==> config.mk <==
export PLATFORM = sky130hd
export DESIGN_NAME = versat_delay_reg_bank
export DESIGN_NICKNAME = d
export VERILOG_FILES = /design/src/rtl/versat_delay_reg_bank.sv
export SDC_FILE = /design/constraint.sdc
export NUM_CORES = 1
export LEC_CHECK = 0
export BUFFER_PORTS_ARGS = -buffer_cell sky130_fd_sc_hd__buf_2
export CAP_MARGIN = 20
export CORE_MARGIN = 10
export CORE_UTILIZATION = 58
export DETAILED_ROUTE_END_ITERATION = 6
export MAX_ROUTING_LAYER = met4
export PLACE_DENSITY = 0.83
export SYNTH_ARGS = -nofsm -noshare
export SYNTH_HDL_FRONTEND = slang
export SYNTH_SLANG_ARGS = --single-unit
==> constraint.sdc <==
create_clock -name clk -period 11.1 [get_ports clk]
set_input_delay 1.11 -clock clk [delete_from_list [all_inputs] [get_ports clk]]
set_output_delay 1.11 -clock clk [all_outputs]
set_load 0.03 [all_outputs]
==> src/rtl/versat_delay_reg_bank.sv <==
// N-channel delayed capture/accumulate register bank with a shared memory-mapped port.
// Each channel starts on run, waits its delay, then samples its input once or over a burst.
module versat_delay_reg_bank #(
    parameter int N_CH    = 4,
    parameter int DATA_W  = 32,
    parameter int DELAY_W = 16,
    parameter int ACC_W   = 16,
    parameter int ADDR_W  = 2
) (
    input  logic                     clk,
    input  logic                     rst,
    input  logic                     run,
    output logic                     done,
    input  logic [N_CH*DATA_W-1:0]   in_flat,
    input  logic [N_CH*DELAY_W-1:0]  delay_flat,
    input  logic [N_CH-1:0]          mode,
    input  logic [ACC_W-1:0]         acc_len,
    output logic [N_CH*DATA_W-1:0]   currentValue_flat,
    input  logic                     valid,
    input  logic [ADDR_W-1:0]        addr,
    input  logic [DATA_W/8-1:0]      wstrb,
    input  logic [DATA_W-1:0]        wdata,
    output logic                     ready,
    output logic [DATA_W-1:0]        rdata
);

    // state  | meaning
    // IDLE   | never started since reset
    // WAIT   | counting down delay; samples its first value when dcnt reaches 0
    // SAMPLE | accumulating further samples of a burst
    // FIN    | holding result until the next run
    typedef enum logic [1:0] {IDLE, WAIT, SAMPLE, FIN} state_t;

    state_t             state     [N_CH];
    state_t             state_nxt [N_CH];
    logic [DELAY_W-1:0] dcnt      [N_CH];
    logic [DELAY_W-1:0] dcnt_nxt  [N_CH];
    logic [ACC_W-1:0]   scnt      [N_CH];
    logic [ACC_W-1:0]   scnt_nxt  [N_CH];
    logic [DATA_W-1:0]  regs      [N_CH];
    logic [DATA_W-1:0]  regs_nxt  [N_CH];
    logic [N_CH-1:0]    sample_now;
    logic               all_quiet;
    logic               bus_wr;
    logic [DATA_W-1:0]  rd_val;
    logic [ACC_W-1:0]   burst_len;

    assign bus_wr    = valid && (wstrb != '0);
    assign burst_len = (acc_len == '0) ? ACC_W'(1) : acc_len;

    always_comb begin
        all_quiet  = 1'b1;
        sample_now = '0;
        rd_val     = '0;
        for (int i = 0; i < N_CH; i++) begin
            state_nxt[i] = state[i];
            dcnt_nxt[i]  = dcnt[i];
            scnt_nxt[i]  = scnt[i];
            regs_nxt[i]  = regs[i];
            case (state[i])
                WAIT: begin
                    if (dcnt[i] == '0) begin
                        sample_now[i] = 1'b1;
                        regs_nxt[i]   = in_flat[i*DATA_W +: DATA_W];
                        scnt_nxt[i]   = scnt[i] - ACC_W'(1);
                        state_nxt[i]  = (scnt[i] <= ACC_W'(1)) ? FIN : SAMPLE;
                    end else begin
                        dcnt_nxt[i] = dcnt[i] - DELAY_W'(1);
                    end
                end
                SAMPLE: begin
                    sample_now[i] = 1'b1;
                    regs_nxt[i]   = regs[i] + in_flat[i*DATA_W +: DATA_W];
                    scnt_nxt[i]   = scnt[i] - ACC_W'(1);
                    state_nxt[i]  = (scnt[i] <= ACC_W'(1)) ? FIN : SAMPLE;
                end
                default: ;
            endcase
            // A sample on this edge takes priority over a bus write to the same channel.
            if (bus_wr && !sample_now[i] && addr == ADDR_W'(i)) begin
                for (int b = 0; b < DATA_W/8; b++) begin
                    if (wstrb[b]) regs_nxt[i][b*8 +: 8] = wdata[b*8 +: 8];
                end
            end
            if (run) begin
                state_nxt[i] = WAIT;
                dcnt_nxt[i]  = delay_flat[i*DELAY_W +: DELAY_W];
                scnt_nxt[i]  = mode[i] ? burst_len : ACC_W'(1);
            end
            if (state_nxt[i] == WAIT || state_nxt[i] == SAMPLE) all_quiet = 1'b0;
            if (addr == ADDR_W'(i)) rd_val = regs[i];
        end
    end

    always_ff @(posedge clk or posedge rst) begin
        if (rst) begin
            for (int i = 0; i < N_CH; i++) begin
                state[i] <= IDLE;
                dcnt[i]  <= '0;
                scnt[i]  <= '0;
                regs[i]  <= '0;
            end
            done  <= 1'b1;
            ready <= 1'b0;
            rdata <= '0;
        end else begin
            for (int i = 0; i < N_CH; i++) begin
                state[i] <= state_nxt[i];
                dcnt[i]  <= dcnt_nxt[i];
                scnt[i]  <= scnt_nxt[i];
                regs[i]  <= regs_nxt[i];
            end
            done  <= all_quiet;
            ready <= valid;
            rdata <= (valid && wstrb == '0) ? rd_val : '0;
        end
    end

    for (genvar g = 0; g < N_CH; g++) begin : g_cur
        assign currentValue_flat[g*DATA_W +: DATA_W] = regs[g];
    end

endmodule
==> metrics.yaml <==
sta:
  finalSetupTns_ns: 0
  finalSetupViolCount: 0
  rsz0062_at_grt: "no"
  min_period_over_period: 0.380
  final-hold-violation-count: 0
  worst_pin_slew_ns: 1.15
  fmax_mhz: 237
  fin_crit_ns: 4.22
  relSlewSlack: 0.229
  timing.hold.ws_ns: 0.520
  fin_worst_skew_ns: 0.0255
  report.final.slew_viol_count: 0
  worst_slack_ns: 6.88
die:
  initial_core_util: 0.585
  die_area_sq_um: 49600
  num_io_pins: 416
  die_w_um: 223
  dieHeight_um: 223
  core_area_sq_um: 40700
  rows: 74
clocking:
  clkSlewWorstSetupHoldPaths_ns: 0.06
  cts_sinks: 298
  cts_setup_buffers: 0
  ctsRootBufferMaster: "clkbuf_16"
  numCtsBuffers: 37
  cts_max_path_buffers: 3
  h-tree-depth: 2
  cts_resized: 0
  cts_tree: "done"
  clk_latency_ns: 0.58
  hold_buffers: 0
critical_path:
  rrSetupSlack_ns: 6.88
  cp_slowest_cell: "nand4_2"
  rr_worst_depth: 9
  path_buf_inv: 0
  startpoint: "dcnt[5]"
  slowest_delay_ns: 0.86
  cp-start-kind: "register"
  reg2reg_from: "dcnt[5]"
  worstPathArrival_ns: 4.70
  crit_family: "simple AND/OR/NAND/NOR gates"
  cp_max_fo: 28
  critPathKind: "reg2reg"
  cp-end-kind: "register"
  crit_chain: "or4_1, nor3_2, nand4_2, nand2_2, nand2_1, a221o_1, a21oi_1, a31oi_1, nor4_1"
  regToRegEndpoint: "done"
  crit_required_ns: 11.59
layout:
  fin_nets: 3586
  areaGrowthSynthToFinish_pct: 15.4
  finalInstanceArea_sq_um: 27500
  drive_gt1_frac: 0.181
  stdcell_count: 3755
  fin_util: 0.675
  layout_commonest_cell: "buf_2"
  fillers: 3371
  mostFrequentLayoutCells: "414 x buf_2, 297 x dfrtp_1, 281 x nor2_1"
routing:
  viasPerCell: 7.01
  vias: 26300
  wl_um: 102000
  drc: 8
  ant_nets: 0
  drtIter0Drc: 3874
  wl_per_cell_um: 27.2
  dr.pass1.iters: 7
synth:
  synthArstFlopShare: 1.00
  netlist_area_sq_um: 23800
  synth_area_per_cell_sq_um: 8.33
  ys_seq_area_frac: 0.313
  synth_cell_type_count: 85
  ys_warn_count: 0
  ys.flop_type: "dfrtp_1"
  ys_ff_latch: 298
  syn_nets: 3264
  synth_enable_flop_cells: 0
  synthCells: 2862
power_and_ir_drop:
  p_leak_nw: 12.6
  pwr_density_cell_nw_per_um2: 258
  ir_worst_vdd_uv: 163
  finalPower_mw: 7.09
grt:
  grt_pass1_vias: 25200
  grt_usage: 0.402
  grt_pass1_wl_um: 152000
  antenna_found_initial: 14
  grt_max_degree: 108
  overflow: 0
place:
  port_buffers: 415
  place_area_sq_um: 26200
  dp_worst_setup_slack_ns: 6.87
  hpwlAfterDp_um: 77600
  gp_congestion: 1.06
  dp_cells: 3676
worst_hold_path:
  hold_depth: 2
  worst_hold_path_type: "reg2reg"
  hold_start: "scnt[63]"
  hold_path_end: "scnt[63]"
run:
  maxCapViolCount: 0
run_status:
  outcome: "complete, but fails checks"
  failed_checks: "DRC"
-- area by class of cell --
| type | count | area (sq um) | area share |
|---|---|---|---|
| inverters | 89 | 342 | 0.0124 |
| flip-flops and latches | 298 | 7460 | 0.271 |
| repair buffers | 446 | 2320 | 0.0842 |
| diodes | 14 | 35.0 | 0.00127 |
| clock buffers | 50 | 1060 | 0.0387 |
| multi-input cells | 2312 | 15400 | 0.562 |
| clock inverters | 14 | 174 | 0.00632 |
| well taps | 532 | 666 | 0.0242 |
-- metal layers --
| layer | up-vias | GRT usage | routed length (um) |
|---|---|---|---|
| met5 | - | - | 0 |
| met4 | 0 | 0.204 | 5600 |
| met3 | 363 | 0.0998 | 13500 |
| met2 | 1905 | 0.582 | 44200 |
| met1 | 12600 | 0.516 | 39000 |
| li1 | 11500 | - | - |
-- state kept, by name, indices dropped and copies added, names as in the netlist --
register / flops
rdata: 32
state: 8
scnt: 64
dcnt: 64
ready: 1
done: 1
currentValue_flat: 128
-- how the worst max path moves through the flow --
| stage | depth (start not counted) | end | slack, ns |
|---|---|---|---|
| 4_1_cts | 9 | done | 6.93 |
| 5_1_grt | 9 | done | 6.71 |
| 6_report | 9 | done | 6.88 |
| 3_5_place_dp | 11 | currentValue_flat[59] | 6.87 |
| 3_3_place_gp | 11 | currentValue_flat[61] | 6.94 |
| 2_1_floorplan | 1 | currentValue_flat[0] | 1.76 |
-- tightest hold or removal path, delay by kind of cell (launching register included) --
kind | cells | cell delay, ns
flops | 1 | 0.34
compound gates | 2 | 0.15
-- cells by family (layout without fill, tap and decap cells) --
family          Yosys count  in the layout  share of synthesized area
buf+inv                 252            599                     0.0399
mux                      51             51                     0.0385
other cells               0             14                          0
xor+xnor                164            164                     0.0603
compound gates         1052           1052                      0.290
flops                   298            298                      0.313
fa+ha+maj               148            148                     0.0789
simple gates            897            897                      0.180
-- synth_stat cells (47+ instances only) --
| master | count | share of area |
|---|---|---|
| dfrtp_1 | 297 | 0.31 |
| nor2_1 | 282 | 0.044 |
| a21oi_1 | 278 | 0.058 |
| o21ai_0 | 230 | 0.048 |
| nand2_1 | 229 | 0.036 |
| clkbuf_1 | 148 | 0.023 |
| ha_1 | 144 | 0.076 |
| xnor2_1 | 116 | 0.043 |
| inv_1 | 86 | 0.014 |
| a22o_1 | 79 | 0.029 |
| nor3_1 | 78 | 0.016 |
| a21o_1 | 65 | 0.020 |
| nand3_1 | 63 | 0.013 |
| a22oi_1 | 59 | 0.019 |
| xor2_1 | 48 | 0.018 |
| and3_1 | 47 | 0.012 |
-- power breakdown --
part	leakage (nW)	internal (mW)	switching, mW	total (mW)
sequential	3.67	1.37	0.634	2.00
clock	0.614	0.744	0.530	1.27
combinational	8.30	1.52	2.29	3.82
Power figures use the tool's default switching activity.
